File: src/rtl/battleship_core.sv
// Battleship game engine: both boards, the player cursor, the LFSR-driven PC
// opponent (placement and non-repeating shots), the turn timer and win/lose.
module battleship_core #(
  parameter int          ROWS        = 5,
  parameter int          COLS        = 5,
  parameter int          MAX_BOATS   = 5,
  parameter int          TURN_CYCLES = 500_000_000,
  parameter logic [15:0] LFSR_SEED   = 16'hACE1
) (
  input  logic                           clock,
  input  logic                           reset,
  input  logic                           move_h,
  input  logic                           move_v,
  input  logic                           direction,
  input  logic                           place_boat,
  input  logic                           fire,
  input  logic [$clog2(MAX_BOATS+1)-1:0] amount_boats,
  output logic [2:0]                     state,
  output logic [2*ROWS*COLS-1:0]         player_board,
  output logic [2*ROWS*COLS-1:0]         pc_board_view,
  output logic [$clog2(ROWS)-1:0]        cursor_row,
  output logic [$clog2(COLS)-1:0]        cursor_col,
  output logic [$clog2(MAX_BOATS+1)-1:0] player_boats_left,
  output logic [$clog2(MAX_BOATS+1)-1:0] pc_boats_left,
  output logic [$clog2(ROWS)-1:0]        pc_shot_row,
  output logic [$clog2(COLS)-1:0]        pc_shot_col,
  output logic                           turn_timeout
);

  localparam int CELLS = ROWS * COLS;
  localparam int IW    = $clog2(CELLS);
  localparam int RW    = $clog2(ROWS);
  localparam int CW    = $clog2(COLS);
  localparam int BW    = $clog2(MAX_BOATS + 1);
  localparam int TW    = $clog2(TURN_CYCLES);

  typedef enum logic [2:0] {
    SETUP    = 3'd0,
    PC_PLACE = 3'd1,
    PLAYER   = 3'd2,
    PC_SHOT  = 3'd3,
    WIN      = 3'd4,
    LOSE     = 3'd5
  } state_t;

  function automatic int unsigned wrap_step(input int unsigned v, input int unsigned n,
                                            input logic up);
    int unsigned r;
    if (up) r = (v == n - 32'd1) ? 32'd0 : v + 32'd1;
    else    r = (v == 32'd0) ? n - 32'd1 : v - 32'd1;
    return r;
  endfunction

  function automatic logic [IW-1:0] cell_of(input logic [RW-1:0] r, input logic [CW-1:0] c);
    int unsigned t;
    t = 32'(r) * 32'(COLS) + 32'(c);
    return t[IW-1:0];
  endfunction

  function automatic logic [RW-1:0] row_of(input logic [IW-1:0] i);
    int unsigned t;
    t = 32'(i) / 32'(COLS);
    return t[RW-1:0];
  endfunction

  function automatic logic [CW-1:0] col_of(input logic [IW-1:0] i);
    int unsigned t;
    t = 32'(i) % 32'(COLS);
    return t[CW-1:0];
  endfunction

  function automatic logic [BW-1:0] clamp_n(input logic [BW-1:0] a);
    logic [BW-1:0] r;
    if (a == {BW{1'b0}})            r = BW'(1);
    else if (32'(a) > MAX_BOATS)    r = BW'(MAX_BOATS);
    else                            r = a;
    return r;
  endfunction

  // Opponent view: boats the player has not found yet look like water.
  function automatic logic [2*CELLS-1:0] hide_boats(input logic [2*CELLS-1:0] b);
    logic [2*CELLS-1:0] v;
    for (int i = 0; i < CELLS; i++) begin
      v[2*i +: 2] = (b[2*i +: 2] == 2'b01) ? 2'b00 : b[2*i +: 2];
    end
    return v;
  endfunction

  state_t           fsm, fsm_next;
  logic [2*CELLS-1:0] pc_board, pc_board_next, player_board_next;
  logic [RW-1:0]    row_next, shot_row_next;
  logic [CW-1:0]    col_next, shot_col_next;
  logic [BW-1:0]    pl_left_next, pc_left_next, target_n, target_n_next, n_req;
  logic [TW-1:0]    timer, timer_next;
  logic [IW-1:0]    shot_idx, shot_idx_next, shot_step, cur_idx, cand, cand_red;
  logic             shot_armed, shot_armed_next, timeout_next, cand_ok;
  logic [15:0]      lfsr, lfsr_next;

  assign state     = fsm;
  assign lfsr_next = {lfsr[14:0], lfsr[15] ^ lfsr[13] ^ lfsr[12] ^ lfsr[10]};
  assign cur_idx   = cell_of(cursor_row, cursor_col);
  assign cand      = lfsr[IW-1:0];
  assign cand_ok   = 32'(cand) < CELLS;
  // 2^IW < 2*CELLS, so a single subtraction brings any candidate into range.
  assign cand_red  = cand_ok ? cand : IW'(32'(cand) - 32'(CELLS));
  assign shot_step = (32'(shot_idx) == CELLS - 1) ? {IW{1'b0}} : shot_idx + IW'(1);
  assign n_req     = clamp_n(amount_boats);

  // Next-state, board, counter, timer and cursor logic for the game FSM.
  always_comb begin
    fsm_next          = fsm;
    player_board_next = player_board;
    pc_board_next     = pc_board;
    pl_left_next      = player_boats_left;
    pc_left_next      = pc_boats_left;
    shot_row_next     = pc_shot_row;
    shot_col_next     = pc_shot_col;
    timeout_next      = 1'b0;
    timer_next        = timer;
    target_n_next     = target_n;
    shot_idx_next     = shot_idx;
    shot_armed_next   = 1'b0;
    row_next          = cursor_row;
    col_next          = cursor_col;

    case (fsm)
      SETUP: begin
        if (place_boat && player_board[2*cur_idx +: 2] == 2'b00) begin
          player_board_next[2*cur_idx +: 2] = 2'b01;
          pl_left_next = player_boats_left + BW'(1);
          if (pl_left_next >= n_req) begin
            target_n_next = n_req;
            fsm_next      = PC_PLACE;
          end else begin
            fsm_next = SETUP;
          end
        end else begin
          fsm_next = SETUP;
        end
      end

      PC_PLACE: begin
        if (cand_ok && pc_board[2*cand_red +: 2] == 2'b00) begin
          pc_board_next[2*cand_red +: 2] = 2'b01;
          pc_left_next = pc_boats_left + BW'(1);
          if (pc_left_next == target_n) begin
            fsm_next   = PLAYER;
            timer_next = TW'(TURN_CYCLES - 1);
          end else begin
            fsm_next = PC_PLACE;
          end
        end else begin
          fsm_next = PC_PLACE;
        end
      end

      PLAYER: begin
        if (fire && !pc_board[2*cur_idx + 1]) begin
          if (pc_board[2*cur_idx +: 2] == 2'b01) begin
            pc_board_next[2*cur_idx +: 2] = 2'b11;
            pc_left_next = pc_boats_left - BW'(1);
          end else begin
            pc_board_next[2*cur_idx +: 2] = 2'b10;
          end
          fsm_next = (pc_left_next == {BW{1'b0}}) ? WIN : PC_SHOT;
        end else if (timer == {TW{1'b0}}) begin
          timeout_next = 1'b1;
          fsm_next     = PC_SHOT;
        end else begin
          timer_next = timer - TW'(1);
        end
      end

      PC_SHOT: begin
        if (!shot_armed) begin
          shot_idx_next   = cand_red;
          shot_armed_next = 1'b1;
        end else if (player_board[2*shot_idx + 1]) begin
          // Already shot: walk forward until an unshot cell is found.
          shot_idx_next   = shot_step;
          shot_armed_next = 1'b1;
        end else begin
          if (player_board[2*shot_idx +: 2] == 2'b01) begin
            player_board_next[2*shot_idx +: 2] = 2'b11;
            pl_left_next = player_boats_left - BW'(1);
          end else begin
            player_board_next[2*shot_idx +: 2] = 2'b10;
          end
          shot_row_next = row_of(shot_idx);
          shot_col_next = col_of(shot_idx);
          if (pl_left_next == {BW{1'b0}}) begin
            fsm_next = LOSE;
          end else begin
            fsm_next   = PLAYER;
            timer_next = TW'(TURN_CYCLES - 1);
          end
        end
      end

      WIN:     fsm_next = WIN;
      LOSE:    fsm_next = LOSE;
      default: fsm_next = SETUP;
    endcase

    if (fsm != WIN && fsm != LOSE) begin
      if (move_h) col_next = CW'(wrap_step(32'(cursor_col), COLS, direction));
      else        col_next = cursor_col;
      if (move_v) row_next = RW'(wrap_step(32'(cursor_row), ROWS, direction));
      else        row_next = cursor_row;
    end else begin
      row_next = cursor_row;
      col_next = cursor_col;
    end
  end

  // State and output registers with synchronous active-low reset.
  always_ff @(posedge clock) begin
    if (!reset) begin
      fsm               <= SETUP;
      player_board      <= '0;
      pc_board          <= '0;
      pc_board_view     <= '0;
      cursor_row        <= '0;
      cursor_col        <= '0;
      player_boats_left <= '0;
      pc_boats_left     <= '0;
      pc_shot_row       <= '0;
      pc_shot_col       <= '0;
      turn_timeout      <= 1'b0;
      lfsr              <= LFSR_SEED;
      timer             <= TW'(TURN_CYCLES - 1);
      target_n          <= '0;
      shot_idx          <= '0;
      shot_armed        <= 1'b0;
    end else begin
      fsm               <= fsm_next;
      player_board      <= player_board_next;
      pc_board          <= pc_board_next;
      pc_board_view     <= hide_boats(pc_board_next);
      cursor_row        <= row_next;
      cursor_col        <= col_next;
      player_boats_left <= pl_left_next;
      pc_boats_left     <= pc_left_next;
      pc_shot_row       <= shot_row_next;
      pc_shot_col       <= shot_col_next;
      turn_timeout      <= timeout_next;
      lfsr              <= lfsr_next;
      timer             <= timer_next;
      target_n          <= target_n_next;
      shot_idx          <= shot_idx_next;
      shot_armed        <= shot_armed_next;
    end
  end

endmodule

File: config.mk
export PLATFORM = sky130hd
export DESIGN_NAME = battleship_core
export DESIGN_NICKNAME = d
export VERILOG_FILES = /design/src/rtl/battleship_core.sv
export SDC_FILE = /design/constraint.sdc
export NUM_CORES = 1
export LEC_CHECK = 0
export BUFFER_PORTS_ARGS = -buffer_cell sky130_fd_sc_hd__clkbuf_2
export CELL_PAD_IN_SITES_DETAIL_PLACEMENT = 0
export CELL_PAD_IN_SITES_GLOBAL_PLACEMENT = 1
export CORE_ASPECT_RATIO = 2
export CORE_UTILIZATION = 45
export DETAILED_ROUTE_END_ITERATION = 12
export PLACE_DENSITY_LB_ADDON = 0.1
export SLEW_MARGIN = 30
export SYNTH_ARGS = -nofsm -noshare
export SYNTH_HDL_FRONTEND = slang
export SYNTH_SLANG_ARGS = --single-unit
File: constraint.sdc
create_clock -name clock -period 6 [get_ports clock]
set_input_delay 0.6 -clock clock [delete_from_list [all_inputs] [get_ports clock]]
set_output_delay 0.6 -clock clock [all_outputs]
set_load 0.01 [all_outputs]
==> results.md, run 1 <==
- Status: finished with violations
- Failing checks: DRC
- CP max FO: 12
- Multi-input gate area: 0.00850 mm²
- CTS tree: done
- Final Wtd Congestion: 1.06
- CP delay by family, top: adder cells
- Period utilization: 0.848
- Max stage delay on crit path: 0.94 ns
- Final net count: 1839
- Post-detailed-route count of antenna-violating nets: 0
- Post-CTS Setup Inserts: 0
- Die ar.: between 0.03 and 0.04 mm²
- VDD IR max: 242 µV
- Final Non-Filler Cells: 2162
- Post-Syn Instances: 1689
- Setup TNS Final: 0 ns
- GRT Util Overall: 0.388
- CTS Buf Count: 23
- Top cell type by total area after synthesis: dfxtp_1
- Root Driver: clkbuf_16
- Post-DP HPWL: 45900 µm
- Maximum number of pins on one net before global-route repair: around 80
- Worst reg2reg setup slack: 0.91 ns
- Initial DRC count: 1087
- Area contributors post-synth: dfxtp_1, nor2_1, mux2i_1, ha_1, nand2_1
- Syn Area/Cell: between 8 and 9 µm²
- Synth cell types: 96
- Setup Viol. Count Final: 0
- Fin. Hold Viols: 0
- Reg area: 0.00452 mm²
- Final Cell Area: 0.0155 mm²
- CTS Buffer Depth: 3
- N_diodes: 0
- Clock Sinks: around 230
- Top FF cell, synth: dfxtp_1
- LEAKAGE: 5.83 nW
- Top cells by count, synth: dfxtp_1, nor2_1, nand2_1, a21oi_1, clkbuf_1
- Async SR Flop Fraction: 0
- Final min period: ~5.1 ns
- Via count: 14178
- Hold Path Class: in2reg
- Crit-path most repeated cell: ha_1
- Worst setup path class: reg2reg
- Crit path cell chain: ha_1, ha_1, fa_1, inv_1, and3_1, ha_1, nand2_1, nor2_1, nand3_1, o41a_1, o22ai_1, and2_1
- Share of layout cells above drive strength 1: 0.162
- Max-cap viol count: 0
- Net Count, Synth: 1746
- R2R Path End: pc_board_view[2]
- GR Layer Usage met3: 0.0571
- Crit path required time: 6.48 ns
- Fillcell total: 2929
- Crit path buf inv count: 1
- Final wirelength: 60600 µm
- Die W: 125 µm
- Via count of the first global-routing pass: 13795
- H-tree depth: 1
- Synth warn: 0
- # DRC: 2
- Register-to-Register Path Depth: 12
- Port bufs: about 130
- First-pass GRT wire length: around 89000 µm
- Post_cts resized: 0
- Mapped Area: about 0.014 mm²
- Hold depth: 3
- # IOs: about 130
- Vias per Instance: between 6 and 7
- Wire per inst: 28.0 µm
- DP Cell Count: 2120
- Most Crowded Layer GR: met2
- Worst slew margin: 0.327
- Worst hold start: move_h
- CP arrival: 5.57 ns
- Die Y: between 200 and 250 µm
- DRT Pass-1 Iters: 12
- Cell Pwr Density: 283 mW/mm²
- Crit start category: flop
- Post-synth EDFFs: 0
- Hold buffers post-CTS: 0
- Row cnt: 89
- Top cell type's share of synthesized area: 0.332
- FF-to-FF Start: cursor_row[0]
- Core Region: roughly 0.030 mm²
- Most common cell in the netlist: dfxtp_1
- Clock skew: 0.0205 ns
- GR Layer Usage met2: 0.699
- Starting density of the core: 0.460
- Worst skew pair latency: 0.55 ns
- Placed Area: between 0.01 and 0.015 mm²
- Worst path slowest cell: fa_1
- Layout Utilization: 0.523
- Initial antenna violation count: 1
- CTS clk-pin slew, worst paths: 0.07 ns
- Area grow syn2layout: 13.6%
- Slew Viols, Final: 0
- Post-synthesis sequential area ratio: 0.332
- Total grt overflow: 0
- FMAX: approximately 0.20 GHz
- Least-Margin Pin Slew: between 1 and 1.5 ns
- Synth Register Bits: 226
- M1 GR Usage: 0.380
- Crit end category: flop
- Hold path endpoint: cursor_col[2]
- RSZ-0062 raised after global routing: no
[stage by stage]
stage / power [mW] / hold slack (ns) / setup slack [ns]
after floorplan: 2.34 / 0.386 / 1.76
after global routing: 4.51 / 0.313 / 0.701
after detailed placement: 2.77 / 0.397 / 1.00
after global placement: 2.76 / 0.392 / 1.08
final: 4.39 / 0.316 / 0.909
after CTS: 4.35 / 0.308 / 0.960
[routing by layer]
layer,vias to the layer above,share of wire,routed length (µm)
li1,6400,-,-
met2,787,0.50,30300
met1,6706,0.32,19600
met3,283,0.067,4050
met4,2,0.11,6640
met5,-,0.00020,12
[placed cells by master (no fill, tap or decap), types with 9 or more instances in the layout]
cell type / n
dfxtp_1: 226
nor2_1: 217
nand2_1: 136
clkbuf_2: 131
a21oi_1: 88
nand3_1: 74
o21ai_0: 69
nor3_1: 67
mux2i_1: 59
inv_1: 50
ha_1: 45
buf_4: 39
or3_1: 37
o22ai_1: 27
nand2b_1: 23
clkbuf_16: 23
and2_1: 22
and3_1: 22
a22oi_1: 22
xnor2_1: 21
nor2b_1: 19
mux4_2: 19
a211oi_1: 19
or2_2: 19
nand4_1: 18
a31oi_1: 18
o211a_1: 16
nor4_1: 15
nand3b_1: 13
o32ai_1: 11
o211ai_1: 10
mux2_2: 10
o31ai_1: 9
a311oi_1: 9
[sequential cells by signal, summed over array words and instances (netlist names)]
name               flops
cursor_col             3
cursor_row             3
lfsr                  16
pc_board              50
pc_board_view         50
pc_boats_left          3
pc_shot_col            3
pc_shot_row            3
player_board          50
player_boats_left      3
shot_armed             1
shot_idx               5
state                  3
target_n               3
timer                 29
turn_timeout           1
[layout make-up]
cell class,count,area share
Tap cell,364,0.0294
Sequential cell,226,0.292
Clock buffer,30,0.0414
Inverter,55,0.0135
Clock inverter,11,0.0112
Timing Repair Buffer,172,0.0640
Multi-Input combinational cell,1304,0.548
[power by group]
group	switching [mW]	total, mW	internal (mW)
registers	0.0639	1.60	1.53
logic	0.844	1.19	0.344
clock network	0.671	1.60	0.931
[worst max path at each step]
stage / startpoint / to / cells past startpoint
finish: cursor_row[0] / pc_board_view[2] / 12
global route: cursor_row[0] / pc_board_view[2] / 13
CTS: cursor_row[0] / pc_board_view[2] / 12
detailed placement: cursor_row[0] / pc_board_view[2] / 12
global placement: cursor_row[0] / pc_board_view[2] / 12
floorplan: cursor_row[2] / pc_board_view[26] / 13
[worst reg2reg max path: stages (launching register included)]
cell,delay [ns]
dfxtp_1,0.46
ha_1,0.28
ha_1,0.32
fa_1,0.94
inv_1,0.28
and3_1,0.25
ha_1,0.51
nand2_1,0.27
nor2_1,0.32
nand3_1,0.43
o41a_1,0.61
o22ai_1,0.20
and2_1,0.16
[cell families after synthesis]
kind of cell,after synthesis,share of synthesized area
simple gates,727,0.265
compound gates,411,0.209
flops,226,0.332
buf+inv,159,0.0466
mux,89,0.0846
fa+ha+maj,48,0.0444
xor+xnor,29,0.0186
No activity file was read; power rests on OpenSTA's default activity.
==> run 2: changes to the inputs <==
--- a/config.mk
+++ b/config.mk
@@ -5,11 +5,12 @@
 export SDC_FILE = /design/constraint.sdc
 export NUM_CORES = 1
 export LEC_CHECK = 0
+export ABC_AREA = 1
 export BUFFER_PORTS_ARGS = -buffer_cell sky130_fd_sc_hd__clkbuf_2
 export CELL_PAD_IN_SITES_DETAIL_PLACEMENT = 0
 export CELL_PAD_IN_SITES_GLOBAL_PLACEMENT = 1
 export CORE_ASPECT_RATIO = 2
-export CORE_UTILIZATION = 45
+export CORE_UTILIZATION = 39
 export DETAILED_ROUTE_END_ITERATION = 12
 export PLACE_DENSITY_LB_ADDON = 0.1
 export SLEW_MARGIN = 30
==> constraint.sdc (replaced) <==
create_clock -name clock -period 4.55 [get_ports clock]
set_input_delay 0.455 -clock clock [delete_from_list [all_inputs] [get_ports clock]]
set_output_delay 0.455 -clock clock [all_outputs]
set_load 0.01 [all_outputs]
==> results.md, run 2 <==
- Status: finished clean
- Post-detailed-route count of antenna-violating nets: 0 (unchanged)
- Hold Path Class: in2reg
- Synth cell types: 59 (-39%)
- Worst setup path class: reg2reg
- Post-synth EDFFs: 0 (unchanged)
- CTS clk-pin slew, worst paths: 0.07 ns (about the same)
- CP arrival: 4.65 ns (-0.92 ns)
- Wire per inst: 22.4 µm (-20%)
- Area grow syn2layout: 14.0%
- Most common cell in the netlist: nand2_1
- FMAX: 0.238 GHz (+21%)
- LEAKAGE: 8.05 nW (+38%)
- Hold depth: 3 (unchanged)
- Via count of the first global-routing pass: 16492 (+20%)
- Mapped Area: 0.0152 mm² (+11%)
- Hold path endpoint: target_n[0]
- CP delay by family, top: simple AND/OR/NAND/NOR gates
- Post-DP HPWL: 54000 µm (+18%)
- DRT Pass-1 Iters: 5 (-7)
- Die ar.: 0.0397 mm² (+28%)
- FF-to-FF Start: cursor_row[0]
- Most common cell after layout, fill and taps aside: nand2_1
- Max-cap viol count: 0 (unchanged)
- Setup TNS Final: 0 ns (unchanged)
- Async SR Flop Fraction: 0 (unchanged)
- Starting density of the core: 0.397 (-0.0632)
- Fin. Hold Viols: 0 (unchanged)
- CP max FO: 12 (unchanged)
- Post-synthesis sequential area ratio: 0.298 (-0.0333)
- Top cell type by total area after synthesis: dfxtp_1
- Final min period: 4.20 ns (-0.892 ns)
- Initial DRC count: 1219 (+12%)
- RSZ-0062 raised after global routing: no
- H-tree depth: 1 (unchanged)
- Net Count, Synth: 2514 (+44%)
- Synth warn: 0 (unchanged)
- First-pass GRT wire length: 102000 µm (+15%)
- Row cnt: 101 (+13%)
- Post_cts resized: 0 (unchanged)
- # DRC: 0 (-2)
- Final wirelength: 69300 µm (+14%)
- Worst hold start: amount_boats[0]
- Crit-path most repeated cell: inv_1
- R2R Path End: pc_board_view[8]
- Top FF cell, synth: dfxtp_1
- # IOs: 132 (unchanged)
- Crit start category: flop
- Die Y: 281 µm (+13%)
- Slew Viols, Final: 0 (unchanged)
- Post-CTS Setup Inserts: 0 (unchanged)
- CTS Buffer Depth: 3 (unchanged)
- Final Wtd Congestion: 1.02 (-4.1%)
- Period utilization: 0.923 (+0.0744)
- Clock skew: 0.0213 ns (+0.000818 ns)
- Largest registers: pc_board: 50 flops, pc_board_view: 50 flops, player_board: 50 flops
- Share of layout cells above drive strength 1: 0.132 (-0.0303)
- Least-Margin Pin Slew: 0.916 ns (-0.0888 ns)
- Top cells by count, synth: nand2_1, nor2_1, inv_1, nand3_1, dfxtp_1
- Post-Syn Instances: 2457 (+45%)
- Max stage delay on crit path: 0.53 ns (-0.41 ns)
- Crit path required time: 5.00 ns (-1.48 ns)
- Via count: 17125 (+21%)
- Setup Viol. Count Final: 0 (unchanged)
- N_diodes: 0 (unchanged)
- VDD IR max: 344 µV (+42%)
- Worst slew margin: 0.383 (+0.0559)
- Syn Area/Cell: 6.17 µm² (-24%)
- PnR Total Power: 7.50 mW (+71%)
- Top cell type's share of synthesized area: 0.298 (-0.0333)
- Synth Register Bits: 226 (unchanged)
- Final net count: 2623 (+43%)
- Worst reg2reg setup slack: 0.35 ns (-0.56 ns)
- Maximum number of pins on one net before global-route repair: 57 (-30%)
- Area contributors post-synth: dfxtp_1, nand2_1, nor2_1, nand3_1, inv_1
- Hold buffers post-CTS: 0 (unchanged)
- Crit path cell chain: ha_1, ha_1, fa_1, inv_1, nand3_2, nor2_1, nand3_1, o211ai_2, inv_1, nand3_1, nor3_1, nand2_1, o21ai_1, inv_1, nand2_1, nand2_1, inv_1
- Cell Pwr Density: 434 mW/mm² (+53%)
- Die W: 141 µm (+13%)
- Crit path buf inv count: 4 (+3)
- Initial antenna violation count: 0 (-1)
- Port bufs: 131 (unchanged)
- Worst skew pair latency: 0.56 ns (about the same)
- Commonest cells after routing, fill and taps aside: nand2_1, nor2_1, inv_1, nand3_1, dfxtp_1
- CTS Buf Count: 25 (+8.7%)
- Total grt overflow: 0 (unchanged)
- Clock Sinks: 226 (unchanged)
- CTS tree: done
- Core Region: 0.0382 mm² (+29%)
- Worst path slowest cell: fa_1
- GRT Util Overall: 0.348 (-0.0401)
- Vias per Instance: 5.53 (-16%)
- Crit end category: flop
- Register-to-Register Path Depth: 17 (+5)
- Root Driver: clkbuf_16
-- run 2: final cells by class --
type	count	area [µm²]
sequential	226	4520
clock buffer	32	702
fill	4303	20900
tap	515	644
multi-input combinational	1819	9000
clock inverter	13	136
timing repair buffer	193	1150
inverter	301	1130
-- run 2: logic make-up (layout without fill, tap and decap cells) --
group,count (synthesis),after routing,share of synthesized area
compound gates,381,381,0.142
xor+xnor,30,30,0.0183
fa+ha+maj,47,47,0.0393
buf+inv,412,539,0.110
flops,226,226,0.298
simple gates,1361,1361,0.392
-- run 2: power breakdown --
part	internal, mW	total, mW	leakage (nW)	switching [mW]
clock network	1.21	2.13	0.415	0.921
logic	0.832	3.07	5.80	2.23
registers	2.13	2.31	1.83	0.181
total	4.17	7.50	8.05	3.34
-- run 2: metrics by stage --
stage | setup WS (ns) | cells | util | hold WS, ns | instance area, µm²
2_1_floorplan | 1.05 | 2457 | - | 0.390 | 15200
4_1_cts | 0.368 | 3099 | 0.453 | 0.165 | 17300
3_5_place_dp | 0.405 | 3054 | 0.431 | 0.406 | 16400
3_3_place_gp | 0.487 | 3054 | 0.431 | 0.404 | 16400
6_report | 0.351 | 3099 | 0.453 | 0.184 | 17300
5_1_grt | 0.134 | 3099 | 0.453 | 0.204 | 17300
-- run 2: routing by layer --
layer / GRT usage / vias up / share of wire
li1: - / 8248 / -
met1: 0.335 / 7956 / 0.34
met2: 0.652 / 679 / 0.52
met3: 0.0419 / 242 / 0.050
met4: 0.288 / 0 / 0.092
met5: 0 / - / 0
-- run 2: worst min-delay path: stages --
cell	delay [ns]
clkbuf_2	0.08
nor2_1	0.05
a21oi_1	0.11
-- run 2: worst max path at each step --
stage             startpoint          endpoint  slack [ns]  cells past startpoint
3_3_place_gp   cursor_row[0]  pc_board_view[4]        0.49                     16
4_1_cts        cursor_row[0]  pc_board_view[8]        0.37                     17
2_1_floorplan  cursor_row[2]      pc_board[24]        1.05                     17
5_1_grt        cursor_row[0]  pc_board_view[8]        0.13                     17
3_5_place_dp   cursor_row[0]  pc_board_view[8]        0.40                     17
6_report       cursor_row[0]  pc_board_view[8]        0.35                     17
